**config.mk**
```make
export PLATFORM = sky130hd
export DESIGN_NAME = neopixel_frame_ctl
export DESIGN_NICKNAME = d
export VERILOG_FILES = /design/src/rtl/neopixel_frame_ctl.sv
export SDC_FILE = /design/constraint.sdc
export NUM_CORES = 2
export LEC_CHECK = 0
export ABC_AREA = 1
export CORE_MARGIN = 8
export CORE_UTILIZATION = 29
export DETAILED_ROUTE_END_ITERATION = 12
export GPL_TIMING_DRIVEN = 1
export SLEW_MARGIN = 20
export SYNTH_ARGS = -nofsm -noshare
export SYNTH_HDL_FRONTEND = slang
export SYNTH_SLANG_ARGS = --single-unit
```
**constraint.sdc**
```tcl
create_clock -name clk_in -period 6.65 [get_ports clk_in]
set_clock_uncertainty 0.1 [all_clocks]
set_input_delay 0.665 -clock clk_in [delete_from_list [all_inputs] [get_ports clk_in]]
set_output_delay 0.665 -clock clk_in [all_outputs]
set_load 0.03 [all_outputs]
```
**src/rtl/neopixel_frame_ctl.sv**
```systemverilog
// neopixel_frame_ctl: pixel buffer plus frame serialiser for a WS2812 bit encoder.
// Pixels are written bytewise into a simple dual-port RAM. A frame is shifted out
// MSB first over a bit_rdy/bit_done handshake, followed by a RESET_CYCLES latch code.
// Optional build macro: NEOPIXEL_BRIGHTNESS_EN enables the per-lane global brightness
// scaler applied to each fetched word.
module neopixel_frame_ctl #(
  parameter int unsigned PIXEL_BITS   = 24,
  parameter int unsigned ADDR_WIDTH   = 6,
  parameter int unsigned RESET_CYCLES = 10000
) (
  input  logic                    clk_in,
  input  logic                    rst_n_in,
  input  logic                    wr_en_in,
  input  logic [ADDR_WIDTH-1:0]   wr_addr_in,
  input  logic [PIXEL_BITS/8-1:0] byte_en_in,
  input  logic [7:0]              byte_data_in,
  input  logic                    frame_rdy_in,
  input  logic [ADDR_WIDTH:0]     frame_len_in,
  input  logic [7:0]              brightness_in,
  input  logic                    bit_done_in,
  output logic                    bit_rdy_out,
  output logic                    bit_data_out,
  output logic                    busy_out,
  output logic                    frame_done_out
);

  localparam int unsigned LANES = PIXEL_BITS / 8;
  localparam int unsigned DEPTH = 1 << ADDR_WIDTH;
  localparam int unsigned BW    = $clog2(PIXEL_BITS);
  localparam int unsigned CW    = $clog2(RESET_CYCLES + 1);

  localparam logic [BW-1:0]       LAST_BIT = BW'(PIXEL_BITS - 1);
  localparam logic [CW-1:0]       LAST_CNT = CW'(RESET_CYCLES - 1);
  localparam logic [ADDR_WIDTH:0] MAX_LEN  = (ADDR_WIDTH + 1)'(DEPTH);

  localparam logic [2:0] S_IDLE   = 3'd0;
  localparam logic [2:0] S_ACCEPT = 3'd1;
  localparam logic [2:0] S_FETCH  = 3'd2;
  localparam logic [2:0] S_LOAD   = 3'd3;
  localparam logic [2:0] S_SEND   = 3'd4;
  localparam logic [2:0] S_RST    = 3'd5;

  logic [2:0]            state_q,    state_d;
  logic [ADDR_WIDTH:0]   len_q,      len_d;
  logic [ADDR_WIDTH:0]   pix_q,      pix_d;
  logic [BW-1:0]         bit_idx_q,  bit_idx_d;
  logic [CW-1:0]         cnt_q,      cnt_d;
  logic [PIXEL_BITS-1:0] shift_q,    shift_d;
  logic                  bit_rdy_q,  bit_rdy_d;
  logic                  bit_data_q, bit_data_d;
  logic                  busy_q,     busy_d;
  logic                  done_q,     done_d;

  logic                  rd_en;
  logic [PIXEL_BITS-1:0] rd_data;
  logic [PIXEL_BITS-1:0] load_word;

`ifdef NEOPIXEL_BRIGHTNESS_EN
  logic [7:0] bri_q, bri_d;
  logic [8:0] scale;
  assign scale = {1'b0, bri_q} + 9'd1;
`else
  logic unused_bri;
  assign unused_bri = ^brightness_in;
`endif

  // Pixel RAM split into byte lanes so each lane is a plain 8-bit memory with its own write enable
  for (genvar g = 0; g < LANES; g++) begin : g_lane
    logic [7:0] mem [DEPTH];
    logic [7:0] rd_byte_q;

    // Lane write plus registered read; same-address collisions return the old byte
    always_ff @(posedge clk_in) begin
      if (wr_en_in && byte_en_in[g]) begin
        mem[wr_addr_in] <= byte_data_in;
      end
      if (rd_en) begin
        rd_byte_q <= mem[pix_q[ADDR_WIDTH-1:0]];
      end
    end

    assign rd_data[g*8 +: 8] = rd_byte_q;

`ifdef NEOPIXEL_BRIGHTNESS_EN
    assign load_word[g*8 +: 8] = 8'((16'(rd_byte_q) * 16'(scale)) >> 8);
`else
    assign load_word[g*8 +: 8] = rd_byte_q;
`endif
  end

  // Frame sequencing: accept, fetch/load each pixel, shift its bits out, then hold the latch code
  always_comb begin
    state_d    = state_q;
    len_d      = len_q;
    pix_d      = pix_q;
    bit_idx_d  = bit_idx_q;
    cnt_d      = cnt_q;
    shift_d    = shift_q;
    bit_rdy_d  = 1'b0;
    bit_data_d = bit_data_q;
    busy_d     = busy_q;
    done_d     = 1'b0;
    rd_en      = 1'b0;
`ifdef NEOPIXEL_BRIGHTNESS_EN
    bri_d      = bri_q;
`endif
    case (state_q)
      S_IDLE: begin
        if (frame_rdy_in) begin
          state_d   = S_ACCEPT;
          len_d     = (frame_len_in > MAX_LEN) ? MAX_LEN : frame_len_in;
          pix_d     = '0;
          bit_idx_d = '0;
          busy_d    = 1'b1;
`ifdef NEOPIXEL_BRIGHTNESS_EN
          bri_d     = brightness_in;
`endif
        end
      end
      S_ACCEPT: begin
        cnt_d   = '0;
        state_d = (len_q == '0) ? S_RST : S_FETCH;
      end
      S_FETCH: begin
        rd_en   = 1'b1;
        state_d = S_LOAD;
      end
      S_LOAD: begin
        shift_d    = load_word;
        bit_data_d = load_word[PIXEL_BITS-1];
        bit_rdy_d  = 1'b1;
        state_d    = S_SEND;
      end
      S_SEND: begin
        if (bit_done_in) begin
          if (bit_idx_q != LAST_BIT) begin
            shift_d    = shift_q << 1;
            bit_data_d = shift_q[PIXEL_BITS-2];
            bit_idx_d  = bit_idx_q + BW'(1);
            bit_rdy_d  = 1'b1;
          end else if ((pix_q + (ADDR_WIDTH + 1)'(1)) < len_q) begin
            pix_d     = pix_q + (ADDR_WIDTH + 1)'(1);
            bit_idx_d = '0;
            state_d   = S_FETCH;
          end else begin
            cnt_d      = '0;
            bit_data_d = 1'b0;
            state_d    = S_RST;
          end
        end
      end
      S_RST: begin
        if (cnt_q == LAST_CNT) begin
          done_d  = 1'b1;
          busy_d  = 1'b0;
          state_d = S_IDLE;
        end else begin
          cnt_d = cnt_q + CW'(1);
        end
      end
      default: state_d = S_IDLE;
    endcase
  end

  // State and output registers; reset abandons any frame in flight
  always_ff @(posedge clk_in or negedge rst_n_in) begin
    if (!rst_n_in) begin
      state_q    <= S_IDLE;
      len_q      <= '0;
      pix_q      <= '0;
      bit_idx_q  <= '0;
      cnt_q      <= '0;
      shift_q    <= '0;
      bit_rdy_q  <= 1'b0;
      bit_data_q <= 1'b0;
      busy_q     <= 1'b0;
      done_q     <= 1'b0;
`ifdef NEOPIXEL_BRIGHTNESS_EN
      bri_q      <= '0;
`endif
    end else begin
      state_q    <= state_d;
      len_q      <= len_d;
      pix_q      <= pix_d;
      bit_idx_q  <= bit_idx_d;
      cnt_q      <= cnt_d;
      shift_q    <= shift_d;
      bit_rdy_q  <= bit_rdy_d;
      bit_data_q <= bit_data_d;
      busy_q     <= busy_d;
      done_q     <= done_d;
`ifdef NEOPIXEL_BRIGHTNESS_EN
      bri_q      <= bri_d;
`endif
    end
  end

  assign bit_rdy_out    = bit_rdy_q;
  assign bit_data_out   = bit_data_q;
  assign busy_out       = busy_q;
  assign frame_done_out = done_q;

endmodule

```
* Word-level counts from Yosys, hierarchy flattened
Memory sizes are Yosys's and may differ from the RTL's. A register that Yosys moved wholly into a read port is not among the register bits.
Cells that the tools add are included.
W data, S select, Z words.
** Word-level totals
- Flip-flop bits (word level) :: 63
- Latch bits :: 0
- RAM bits :: 1536
- ROM bits :: 0
- Bits of input ports :: 37
- Output and inout port bits :: 4
- Logic and storage cells :: 97
- Memories :: 3
** Memory list
- g_lane[0].mem :: words 64, width 8, rd ports 1, clocked after Yosys merged registers in 1, wr ports 1, line 69 : logic [7:0] mem [DEPTH];
- g_lane[1].mem :: words 64, width 8, rd ports 1, clocked after Yosys merged registers in 1, wr ports 1, line 69
- g_lane[2].mem :: words 64, width 8, rd ports 1, clocked after Yosys merged registers in 1, wr ports 1, line 69
** Cells by class
- Add/sub/neg operators :: 3
- $mul :: 0
- Divide/modulo/power cells :: 0
- Order comparisons :: 2
- Equal/unequal tests :: 17
- Shift-type cells :: 0
- Multiplexer cells :: 45
- Bitwise operators :: 0
- Reductions and logical operators :: 17
** Operators by type and width (number)
- $mux W14 :: 4
- $mux W23 :: 2
- $pmux W23 S2 :: 1
- $pmux W14 S3 :: 1
- $mux W7 :: 5
- $mux W5 :: 4
- $mux W3 :: 6
- $pmux W3 S6 :: 1
- $mux W1 :: 16
- $ne A2 B2 Y1 const B :: 8
- $add A14 B1 Y14 const B :: 1
- $eq A14 B14 Y1 const B :: 1
- $pmux W7 S2 :: 1
- $pmux W5 S2 :: 1
- $reduce_and A5 Y1 :: 2
- $reduce_and A3 Y1 :: 3
- $reduce_and A4 Y1 :: 2
- $add A7 B1 Y7 const B :: 1
- $gt A7 B7 Y1 const B :: 1
- $logic_not A7 Y1 :: 1
- $lt A7 B7 Y1 :: 1
- $eq A3 B2 Y1 const B :: 2
- $eq A3 B3 Y1 const B :: 2
- $ne A3 B3 Y1 const B :: 2
- 9 further kinds :: 15

* Longest topological paths before layout
- Depth in word-level cells :: 6
- Gate-level depth with buffers :: 17
- Gate-level depth less buffers :: 16

* Least setup slack after synthesis
Ideal clock, no wire load.
- Path type :: reg-to-reg
- Start :: register state_q[2]
- End :: register g_lane[0].rd_byte_q[0], read port of g_lane[0].mem, enable pin
- Library setup time :: 0.438 ns
- Arrival :: 2.217 ns
- Required time :: 6.112 ns
- Path slack :: 3.895 ns
- Cell stages (with the launch flop) :: 2
- Path buffers :: 0
- Period minus slack after synthesis :: 2.755 ns
- Path through :: dfrtp_1 > nor3_1
** Between the ends
- Longest elaborated chain between the ends :: 2
** RTL lines
- start: declaration :: line 43 : logic [2:0] state_q, state_d;
- start signal: assignment :: line 182 : state_q <= state_d;
- $eq A3 B2 Y1 :: line 107 : case (state_q)
- $mux W1 :: line 107
- end: declaration :: line 70 : logic [7:0] rd_byte_q;
No other way between the ends.
A chain may end at the register's enable or synchronous reset.

==> results.yml <==
status:
  status: "finished clean"
clock_network:
  worstSkewPairLatency_ns: 0.80
  cts.htree.levels: 4
  cts_buffers: 163
  cts_sinks: 1623
  post_cts_buffers: 0
  clock_path_buffers: 3
  clk_pin_slew_ns: 0.06
  cts_tree: "yes"
  cts_root_buf: "clkbuf_16"
setup_path:
  cp_data_required_time_ns: 7.20
  endpoint_kind: "flop"
  start_kind: "flop"
  cp_max_fo: 86
  timing_worst_setup_path_type: "flop to flop"
  worstPathArrival_ns: 4.32
cells_and_area:
  syn_to_final_growth_pct: 12.87
  drive_gt1_share_pct: 6.583
  num-nets-final: 5907
  fin_cells: 9012
  final_cell_mix: "2436 x nand2_1, 1560 x edfxtp_1, 874 x nand3_1"
  layout_commonest_cell: "nand2_1"
timing:
  finalSetupTns_ns: 0
  drv_slew: 0
  worst_pin_slew_ns: 1.247
  final_hold_viol_count: 0
  fmax_mhz: 265.4
  layout_min_cycle_time_ns: 3.768
  relSlewSlack_pct: 16.84
  rsz0062_at_grt: "false"
  setup_violations: 0
  timing.final.crit_share_pct: 56.66
  fin_ws_ns: 2.882
place:
  preCtsSetupSlack_ns: 2.070
  gp_congestion: 0.8734
  dp.cells: 8720
  io_buffers: 32
  hpwl_um: 96070
grt:
  antenna_found_initial: 5
  grt_max_degree: 175
  grt-ovfl-total: 0
  grt_pass1_vias: 40917
  grt_usage_pct: 13.55
  grt_pass1_wl_um: 258500
floorplanning:
  fp.dieH_um: 496.8
  fp.dieW_um: 496.8
  core_area_mm2: 0.2299
  fp-row-count: 176
  initial_utilization_pct: 29.16
  ios: 41
  dieArea_mm2: 0.2468
routing:
  first_pass_iters: 6
  drc: 0
  wl_per_cell_um: 19.03
  viasPerCell: 4.759
  vias: 42887
  wirelength_um: 171500
  detail-route-antenna-nets: 0
  drt_iter0_drc: 4552
synth:
  syn_inst: 5944
  yosysUniqueCellTypes: 35
  yosys_warnings: 0
  ys_ff_latch: 1623
  syn_area_mm2: 0.06703
  avgSynthCellArea_um2: 11.28
  syn_nets: 5990
  synth_seq_area_share_pct: 72.24
power:
  p_seq_share_pct: 46.3
  clockPowerShare_pct: 37.1
  power_density_mw_per_mm2: 328.8
  switching_power_mw: 7.016
  power.leakage_nw: 27.01
  peakVddDrop_v: 0.0002531
  switching_share_pct: 28.20
  p_int_mw: 17.86
  p_comb_share_pct: 16.6
  total_power_mw: 24.88
worst_hold_path:
  hold_path_class: "input pin to flop"
flow_run:
  max_cap_violations: 0
worst paths after layout:
kind                                       from                endpoint  slack, ns  cells past startpoint
worst max-delay path                   pix_q[0]  g_lane[0].rd_byte_q[0]       2.88                     11
worst min-delay path            byte_data_in[3]     g_lane[1].mem[3][3]       0.35                      1
worst max register to register         pix_q[0]  g_lane[0].rd_byte_q[0]       2.88                     11
worst min register to register     bit_data_out            bit_data_out       0.39                      2
max in group asynchronous              rst_n_in                pix_q[0]       5.30                      3
min in group asynchronous              rst_n_in          frame_done_out       0.51                      3
area by class of cell:
class | instances | area (um^2)
fillers | 22783 | 154200
clock buffers | 202 | 4393
flip-flops and latches | 1623 | 48430
clock inverters | 87 | 949.7
repair buffers | 102 | 1047
diodes | 1 | 2.502
multi-input cells | 3884 | 16690
inverters | 87 | 351.6
well taps | 3026 | 3786
critical path, stage by stage (launching register included):
cell and delay [ns]:
dfrtp_4 0.72, inv_8 0.48, buf_12 0.37, buf_4 0.68, nand2_1 0.11, nand2_1 0.10, a21oi_1 0.07, nand3_1 0.14
nand3_1 0.17, nand2_1 0.20, nand2_1 0.06, nand2_1 0.11
state kept, by name, indices dropped and copies added, names as in the netlist:
| signal | flops |
|---|---|
| g_lane.rd_byte_q | 24 |
| pix_q | 7 |
| busy_out | 1 |
| cnt_q | 14 |
| bit_data_out | 1 |
| state_q | 3 |
| bit_idx_q | 5 |
| len_q | 7 |
| shift_q | 23 |
| bit_rdy_out | 1 |
| g_lane.mem | 1536 |
| frame_done_out | 1 |
power by group through the flow:
stage	sequential [mW]	combinational [mW]	clock [mW]
floorplan	11.7	2.99	0
global placement	11.7	4.08	0
detailed placement	11.7	4.11	0
CTS	11.5	4.13	9.39
global route	11.5	4.64	9.77
finish	11.5	4.13	9.24
kinds of logic after synthesis:
| group | Yosys count | share of synthesized area (%) |
|---|---|---|
| AOI/OAI and AO/OA | 258 | 2.040 |
| xor gates and xnor gates | 12 | 0.1568 |
| adders and majority gates | 9 | 0.1680 |
| buffers and inverters | 437 | 3.250 |
| DFF | 1623 | 72.24 |
| and+or+nand+nor | 3605 | 22.15 |
layer usage:
| layer | share of wire, % | GRT usage, % |
|---|---|---|
| met5 | 0.033 | 0 |
| met4 | 3.4 | 4.858 |
| met3 | 6.6 | 2.321 |
| met2 | 47 | 21.67 |
| met1 | 43 | 18.59 |
timing repair:
item | CTS | global route
hold buffers | 1 | 0
endpoints found under the hold margin | 63 | 0
gates resized for setup | 0 | 0
synth_stat cells:
library cell  instances  area, um^2
clkinv_1              5       18.77
nand3_1             874        4374
nand2_2               1       6.260
xor2_1               11       96.34
nand4_2               1       12.51
clkbuf_1             86       322.8
o21a_1                1       7.510
o21ai_2               5       43.79
nor3_2                3       30.03
buf_1                23       86.33
nand3_2               1       10.01
buf_8                 1       15.01
edfxtp_1           1560       46840
nand2_1            2439        9155
nand4_1              13       81.33
nor2_2                2       12.51
nor3_4                1       16.27
o21ai_0              30       150.1
nor3_1               83       415.4
a21oi_1             197       986.0
dfrtp_1              63        1577
inv_1                72       270.3
o211ai_1             22       165.2
inv_2                10       37.54
nor2_1              184       690.7
buf_2               178       890.9
clkbuf_8              1       13.76
buf_12                1       20.02
buf_6                14       157.7
o21ai_1               3       15.01
nor2_4                2       22.52
nand3_4               1       17.52
ha_1                  9       112.6
xnor2_1               1       8.760
buf_4                46       345.3
per-stage QoR:
step / area (um^2) / util, % / hold WS [ns]
finish: 75650 / 32.91 / 0.3522
global route: 75650 / 32.91 / 0.3261
CTS: 75420 / 32.81 / 0.2929
detailed placement: 70070 / 30.48 / 0.3741
global placement: 70050 / 30.47 / 0.3666
floorplan: 67030 / - / 0.2694
No activity file was read; power rests on OpenSTA's default activity.
